===== src/rtl/decay_envelope.sv =====
// Per-voice amplitude-decay controller feeding an e^-x exponent stage.
// One exponent request per sample tick; the 0.8 result becomes the voice gain.
module decay_envelope #(
   parameter int TICK_CYCLES = 2083,
   parameter int RATE_SHIFT  = 8
) (
   input  logic        clk,
   input  logic        rst,
   input  logic        trigger,
   input  logic [7:0]  decay_rate,
   output logic        exp_in_valid,
   output logic [11:0] exp_in_value,
   input  logic        exp_out_valid,
   input  logic [7:0]  exp_out_value,
   output logic        env_valid,
   output logic [7:0]  env_value,
   output logic        active
);
   localparam int CW = (TICK_CYCLES > 2) ? $clog2(TICK_CYCLES) : 1;
   localparam logic [CW-1:0] TICK_LAST = CW'(TICK_CYCLES - 1);

   typedef enum logic [1:0] {IDLE, HOLD, BUSY} state_t;

   state_t        state_reg, state_next;
   logic [CW-1:0] tick_cnt_reg;
   logic          tick;
   logic [15:0]   elapsed_reg, elapsed_next, elapsed_inc;
   logic          stale_reg, stale_next;
   logic [23:0]   product, shifted;
   logic [11:0]   x;
   logic          exp_in_valid_next, env_valid_next, active_next;
   logic [11:0]   exp_in_value_next;
   logic [7:0]    env_value_next;

   assign tick = (tick_cnt_reg == TICK_LAST);

   always_ff @(posedge clk or posedge rst) begin
      if (rst)       tick_cnt_reg <= '0;
      else if (tick) tick_cnt_reg <= '0;
      else           tick_cnt_reg <= tick_cnt_reg + CW'(1);
   end

   // The request argument uses the elapsed count as it will be after this tick.
   always_comb begin
      elapsed_inc = (elapsed_reg == 16'hFFFF) ? elapsed_reg : elapsed_reg + 16'd1;
      product     = {8'd0, elapsed_inc} * {16'd0, decay_rate};
      shifted     = product >> RATE_SHIFT;
      x           = (shifted > 24'h000FFF) ? 12'hFFF : shifted[11:0];
   end

   always_comb begin
      state_next        = state_reg;
      elapsed_next      = elapsed_reg;
      stale_next        = stale_reg;
      active_next       = active;
      env_value_next    = env_value;
      env_valid_next    = 1'b0;
      exp_in_valid_next = 1'b0;
      exp_in_value_next = exp_in_value;

      if (active && tick) elapsed_next = elapsed_inc;

      case (state_reg)
         HOLD: begin
            if (tick) begin
               if (x == 12'h000) begin
                  // e^0 = 1.0 is not representable in 0.8, so full scale is applied locally.
                  env_value_next = 8'hFF;
                  env_valid_next = 1'b1;
               end else if (x >= 12'h800) begin
                  env_value_next = 8'h00;
                  env_valid_next = 1'b1;
                  active_next    = 1'b0;
                  state_next     = IDLE;
               end else begin
                  exp_in_valid_next = 1'b1;
                  exp_in_value_next = x;
                  state_next        = BUSY;
               end
            end
         end
         BUSY: begin
            if (exp_out_valid && !stale_reg) begin
               env_value_next = exp_out_value;
               env_valid_next = 1'b1;
               state_next     = HOLD;
            end
         end
         default: ;
      endcase

      // Results come back in order, so a stale result is always the next to arrive.
      if (exp_out_valid && stale_reg) stale_next = 1'b0;

      if (trigger) begin
         state_next        = HOLD;
         elapsed_next      = 16'd0;
         active_next       = 1'b1;
         env_value_next    = 8'hFF;
         env_valid_next    = 1'b1;
         exp_in_valid_next = 1'b0;
         exp_in_value_next = exp_in_value;
         if (state_reg == BUSY) stale_next = stale_reg || !exp_out_valid;
         else                   stale_next = stale_reg && !exp_out_valid;
      end
   end

   always_ff @(posedge clk or posedge rst) begin
      if (rst) begin
         state_reg    <= IDLE;
         elapsed_reg  <= 16'd0;
         stale_reg    <= 1'b0;
         active       <= 1'b0;
         env_value    <= 8'h00;
         env_valid    <= 1'b0;
         exp_in_valid <= 1'b0;
         exp_in_value <= 12'h000;
      end else begin
         state_reg    <= state_next;
         elapsed_reg  <= elapsed_next;
         stale_reg    <= stale_next;
         active       <= active_next;
         env_value    <= env_value_next;
         env_valid    <= env_valid_next;
         exp_in_valid <= exp_in_valid_next;
         exp_in_value <= exp_in_value_next;
      end
   end
endmodule


===== config.mk =====
export PLATFORM = sky130hd
export DESIGN_NAME = decay_envelope
export DESIGN_NICKNAME = d
export VERILOG_FILES = /design/src/rtl/decay_envelope.sv
export SDC_FILE = /design/constraint.sdc
export NUM_CORES = 1
export LEC_CHECK = 0
export BUFFER_PORTS_ARGS = -buffer_cell sky130_fd_sc_hd__buf_2
export CORE_MARGIN = 1.5
export CORE_UTILIZATION = 64
export CTS_CLUSTER_DIAMETER = 50
export CTS_CLUSTER_SIZE = 24
export DETAILED_ROUTE_END_ITERATION = 10
export GPL_TIMING_DRIVEN = 0
export MAX_ROUTING_LAYER = met4
export PLACE_DENSITY = 0.94
export SETUP_SLACK_MARGIN = 0.05
export SLEW_MARGIN = 30
export SYNTH_ARGS = -nofsm -noshare
export SYNTH_HDL_FRONTEND = slang
export SYNTH_SLANG_ARGS = --single-unit

===== constraint.sdc =====
create_clock -name clk -period 11.8 [get_ports clk]
set_input_delay 2.95 -clock clk [delete_from_list [all_inputs] [get_ports clk]]
set_output_delay 2.95 -clock clk [all_outputs]
set_load 0.005 [all_outputs]

# Yosys cells after proc, flatten, opt, wreduce, memory -nomap -nowiden
# Cells that the tools add are included.
# totals
regBits,54
latch_bits,0
ram_bits,0
romBits,0
in_bits,20
n_memories,0
# classes
add_sub_neg,2
n_mul,1
div_mod_pow,0
magnitude_cmp,2
eq_ne,9
shift,0
n_mux,36
n_bitwise,3
reduce_logical,18
# ops
operator,n
$mux 16,3
$mux 8,5
$mul 16x8->24,1
$mux 12,2
$mux 1,18
$add 16x1->16 const B,1
$eq 16x16->1 const B,1
$gt 16x12->1 const B,1
$pmux 8 s2,1
$add 12x1->12 const B,1
$eq 12x12->1 const B,1
$ge 12x12->1 const B,1
$logic_not 12->1,1
$reduce_and 4->1,3
$mux 2,5
$reduce_bool 2->1,5
$ne 3x3->1 const B,3
$reduce_and 5->1,1
$logic_and 1x1->1,4
$ne 4x4->1 const B,1
$pmux 2 s2,1
$not 1->1,3
$reduce_bool 3->1,1
$eq 2x1->1 const B,1
other kinds (5),6

# Depth between registers and ports, before layout
# depth
ltp_word,11
depth_mapped,30
mapped_depth_nobuf,26

# Worst setup path after synthesis
# OpenSTA, ideal clock, no wires.
# synth_timing
path_type,input to register
from,input decay_rate[6]
to,register exp_in_value[5]
setup_ps,125
arrival_ps,8696
t_required_ps,11675
setup_slack_ps,2979
path_stages,21
path_buffers,4
path_cell_list,clkbuf_1 nor2b_1 fa_1 fa_1 fa_1 inv_1 fa_1 inv_1 ha_1 clkbuf_1 a21o_1 a21o_1 or4_1 a211o_1 o211ai_1 o21ai_1 or4_4 or4_1 buf_2 buf_6 mux2_4
# synth_between
elab_chain_len,6
word_cells_on_any_way,8
classes_between,mul: 1; order compare: 2; mux: 1; bitwise: 2; reduce/logical: 2
# synth_rtl
item,line,source
"start, declared",10,"input logic [7:0] decay_rate,"
$mul 16x8->24 (*),46,"product = {8'd0, elapsed_inc} * {16'd0, decay_rate};"
$gt 16x12->1,48,x = (shifted > 24'h000FFF) ? 12'hFFF : shifted[11:0];
$mux 12 (*),48,
$ge 12x12->1 or $logic_not 12->1 (tied branches),"70, 66",
$not 1->1 (no source line),-,
$reduce_and 5->1 (no source line),-,
"end signal, assigned",126,exp_in_value <= exp_in_value_next;
"end, declared",12,"output logic [11:0] exp_in_value,"
# Every way passes the cells marked *; elsewhere a longest branch is shown, timed or not.
# A chain may end at the register's enable or synchronous reset.

# Worst setup path after layout
# layout_timing
from,input decay_rate[5]
to,register exp_in_value[6]
# The elaborated chain is that of the path after synthesis.

==> metrics.cfg <==
[yosys]
synth_flop_cell=dfrtp_1
ys_seq_elements=54
synth_area_sq_mm=0.00748
avgSynthCellArea_sq_um=8.90
synth-edff-count=0
yosys_warnings=0
seq_area_frac_synth_pct=18.1
synth-async-reset-ratio_pct=100
syn_nets=990
netlist_instances=841
synth_cell_type_count=68

[sta]
setup-tns-final_ps=0
fmax_ghz=0.105
period_minus_slack_ps=9490
skew_ps=4.94
post-route-period-util_pct=80.5
finalMaxSlewViolations=0
maxSlewHeadroom_pct=35.7
setup_viol=0
worstMarginPinSlew_ps=957
hold_viol=0
rsz0062_at_grt=no

[floorplanning]
core_area_sq_mm=0.0114
dieHeight_um=111
io_pins=43
die_w_um=111
die_area_sq_mm=0.0124
start_util_pct=65.5
num_rows=39

[global_route]
grt_remaining_overflow=0
antenna_found_initial=0
grt_max_degree=52
grt_use_total_pct=33.1
grt_pass1_vias=6612
grt_pass1_wl_um=32400

[clocking]
cts_sinks=54
ctsResizeCount=0
cts_root_buf=clkbuf_16
cts_tree=done
cts_buffers=5
post_cts_buffers=0
clk_pin_slew_worst_paths_ps=70
clock_latency_ps=300
hold_buffers=0
htree_levels=2
ctsLongestPathBuffers=2

[worst_setup_path]
crit_fanout=10
path_cells=buf_2, clkbuf_1, nor2b_1, fa_1, fa_1, fa_1, inv_1, fa_1, inv_1, ha_1, clkbuf_1, a21oi_1, o21ai_0, a211oi_1, o221ai_2, xnor2_1, or4_4, or4_1, buf_2, buf_6, mux2_4
cp_slowest_cell=or4_4
critPathLaunchType=input pin
critPathBufInv=7
cp_common_cell=fa_1
endpoint_kind=flop
required_ps=11980
cp_slowest_stage_delay_ps=570
path_delay_family=adder cells
crit_type=input pin to flop
cp.arrival_ps=9680

[routing]
drt-initial-drc-count=360
vias_per_cell=6.21
vias=6432
routed_wl_um=18900
drtPass1Iterations=7
avgRoutedWirePerCell_um=18.3
drtAntennaViolNets=0
drc=0

[layout]
n_fill_cell=842
area_growth_syn_to_layout_pct=7.98
diodes=0
final_cell_mix=inv_1 (100), nor2b_1 (99), fa_1 (83)
multiInputGateArea_sq_mm=0.00563
fin_util_pct=70.8
drive_above_1_share_pct=8.41
regArea_sq_mm=0.00135
layout_commonest_cell=inv_1
nets=1040
largest_reg_flops=16

[pwr]
p_total_uw=461
power_density_mw_per_mm2=57.0
irDropWorstVdd_uv=89.2
power_leakage_nw=3.95

[placement]
io_buffer_count=42
dpl.hpwl_um=14800
gp_congestion=0.938

[job]
max_cap_viol_count=0

[run_status]
outcome=completed

[min_path]
hold_path_class=flop to flop

## power by group
group / internal, mW / leakage [nW] / switching [mW]
registers: 0.197 / 0.661 / 0.00817
clock network: 0.107 / 0.0875 / 0.0699
logic: 0.0362 / 3.21 / 0.0424
## worst paths after layout
path | slack (ps) | end | cells past startpoint | from
setup / recovery | 2310 | exp_in_value[6]$_DFFE_PP0P_ | 21 | decay_rate[5]
min in group asynchronous | 2520 | elapsed_reg[13]$_DFFE_PP0P_ | 2 | rst
setup reg to reg | 2340 | exp_in_value[6]$_DFFE_PP0P_ | 29 | elapsed_reg[0]$_DFFE_PP0P_
max in group asynchronous | 8850 | exp_in_value[2]$_DFFE_PP0P_ | 3 | rst
hold reg to reg | 500 | stale_reg$_DFFE_PP0P_ | 2 | stale_reg$_DFFE_PP0P_
hold / removal | 500 | stale_reg$_DFFE_PP0P_ | 2 | stale_reg$_DFFE_PP0P_
## layout make-up
type | instances | area share [%]
flip-flops and latches | 54 | 16.7
clock buffers | 6 | 1.72
well taps | 143 | 2.21
multi-input cells | 656 | 69.7
repair buffers | 43 | 2.94
plain buffers | 30 | 1.52
inverters | 101 | 4.72
clock inverters | 2 | 0.480
## per-stage QoR
step	hold WS (ps)	setup WS, ps	instances	cell area, sq um
after global placement	466	2150	1026	7870
after CTS	505	2380	1035	8080
after detailed placement	487	2160	1027	7900
after floorplan	457	2980	841	7480
final	503	2310	1035	8080
after global routing	529	1840	1035	8080
## cells by family after synthesis
logic type / synth area share, %
AND/OR/NAND/NOR: 24.4
AO/OA/AOI/OAI: 12.7
buffers and inverters: 6.70
adder cells (fa/ha/maj): 29.9
flip-flops: 18.1
XOR/XNOR: 4.10
multiplexers: 4.10
## metal layers
layer | share of wire (%) | track usage (%)
met5 | 0 | -
met4 | 3.0 | 10.3
met3 | 7.0 | 4.65
met2 | 50 | 55.0
met1 | 40 | 42.6
## Yosys cell counts (all sizes together) (6+ instances only)
cell type  number  area, sq um
inv           101          379
nand3          22          110
a221oi         12          105
ha             46          576
a211oi          8         60.1
and3           12         75.1
nand4           8         56.3
fa             83         1660
nor4            7         58.8
or3            10         62.6
mux2            9          116
o21a            6         45.0
a21oi          28          140
nor2b          99          619
o21ai          24          120
clkbuf         27          101
nand2b         16          100
nor2           45          169
and2           22          138
xnor2          17          149
a22oi           6         45.0
mux2i          19          190
nand2          54          203
a21o           12         90.1
xor2           18          158
nor3           14         75.1
dfrtp          54         1350
## worst min-delay path, stage by stage, from the launching register on
cell	delay, ps
dfrtp_1	340
nand2b_1	50
o21ai_0	70
No activity file was read; power rests on OpenSTA's default activity.
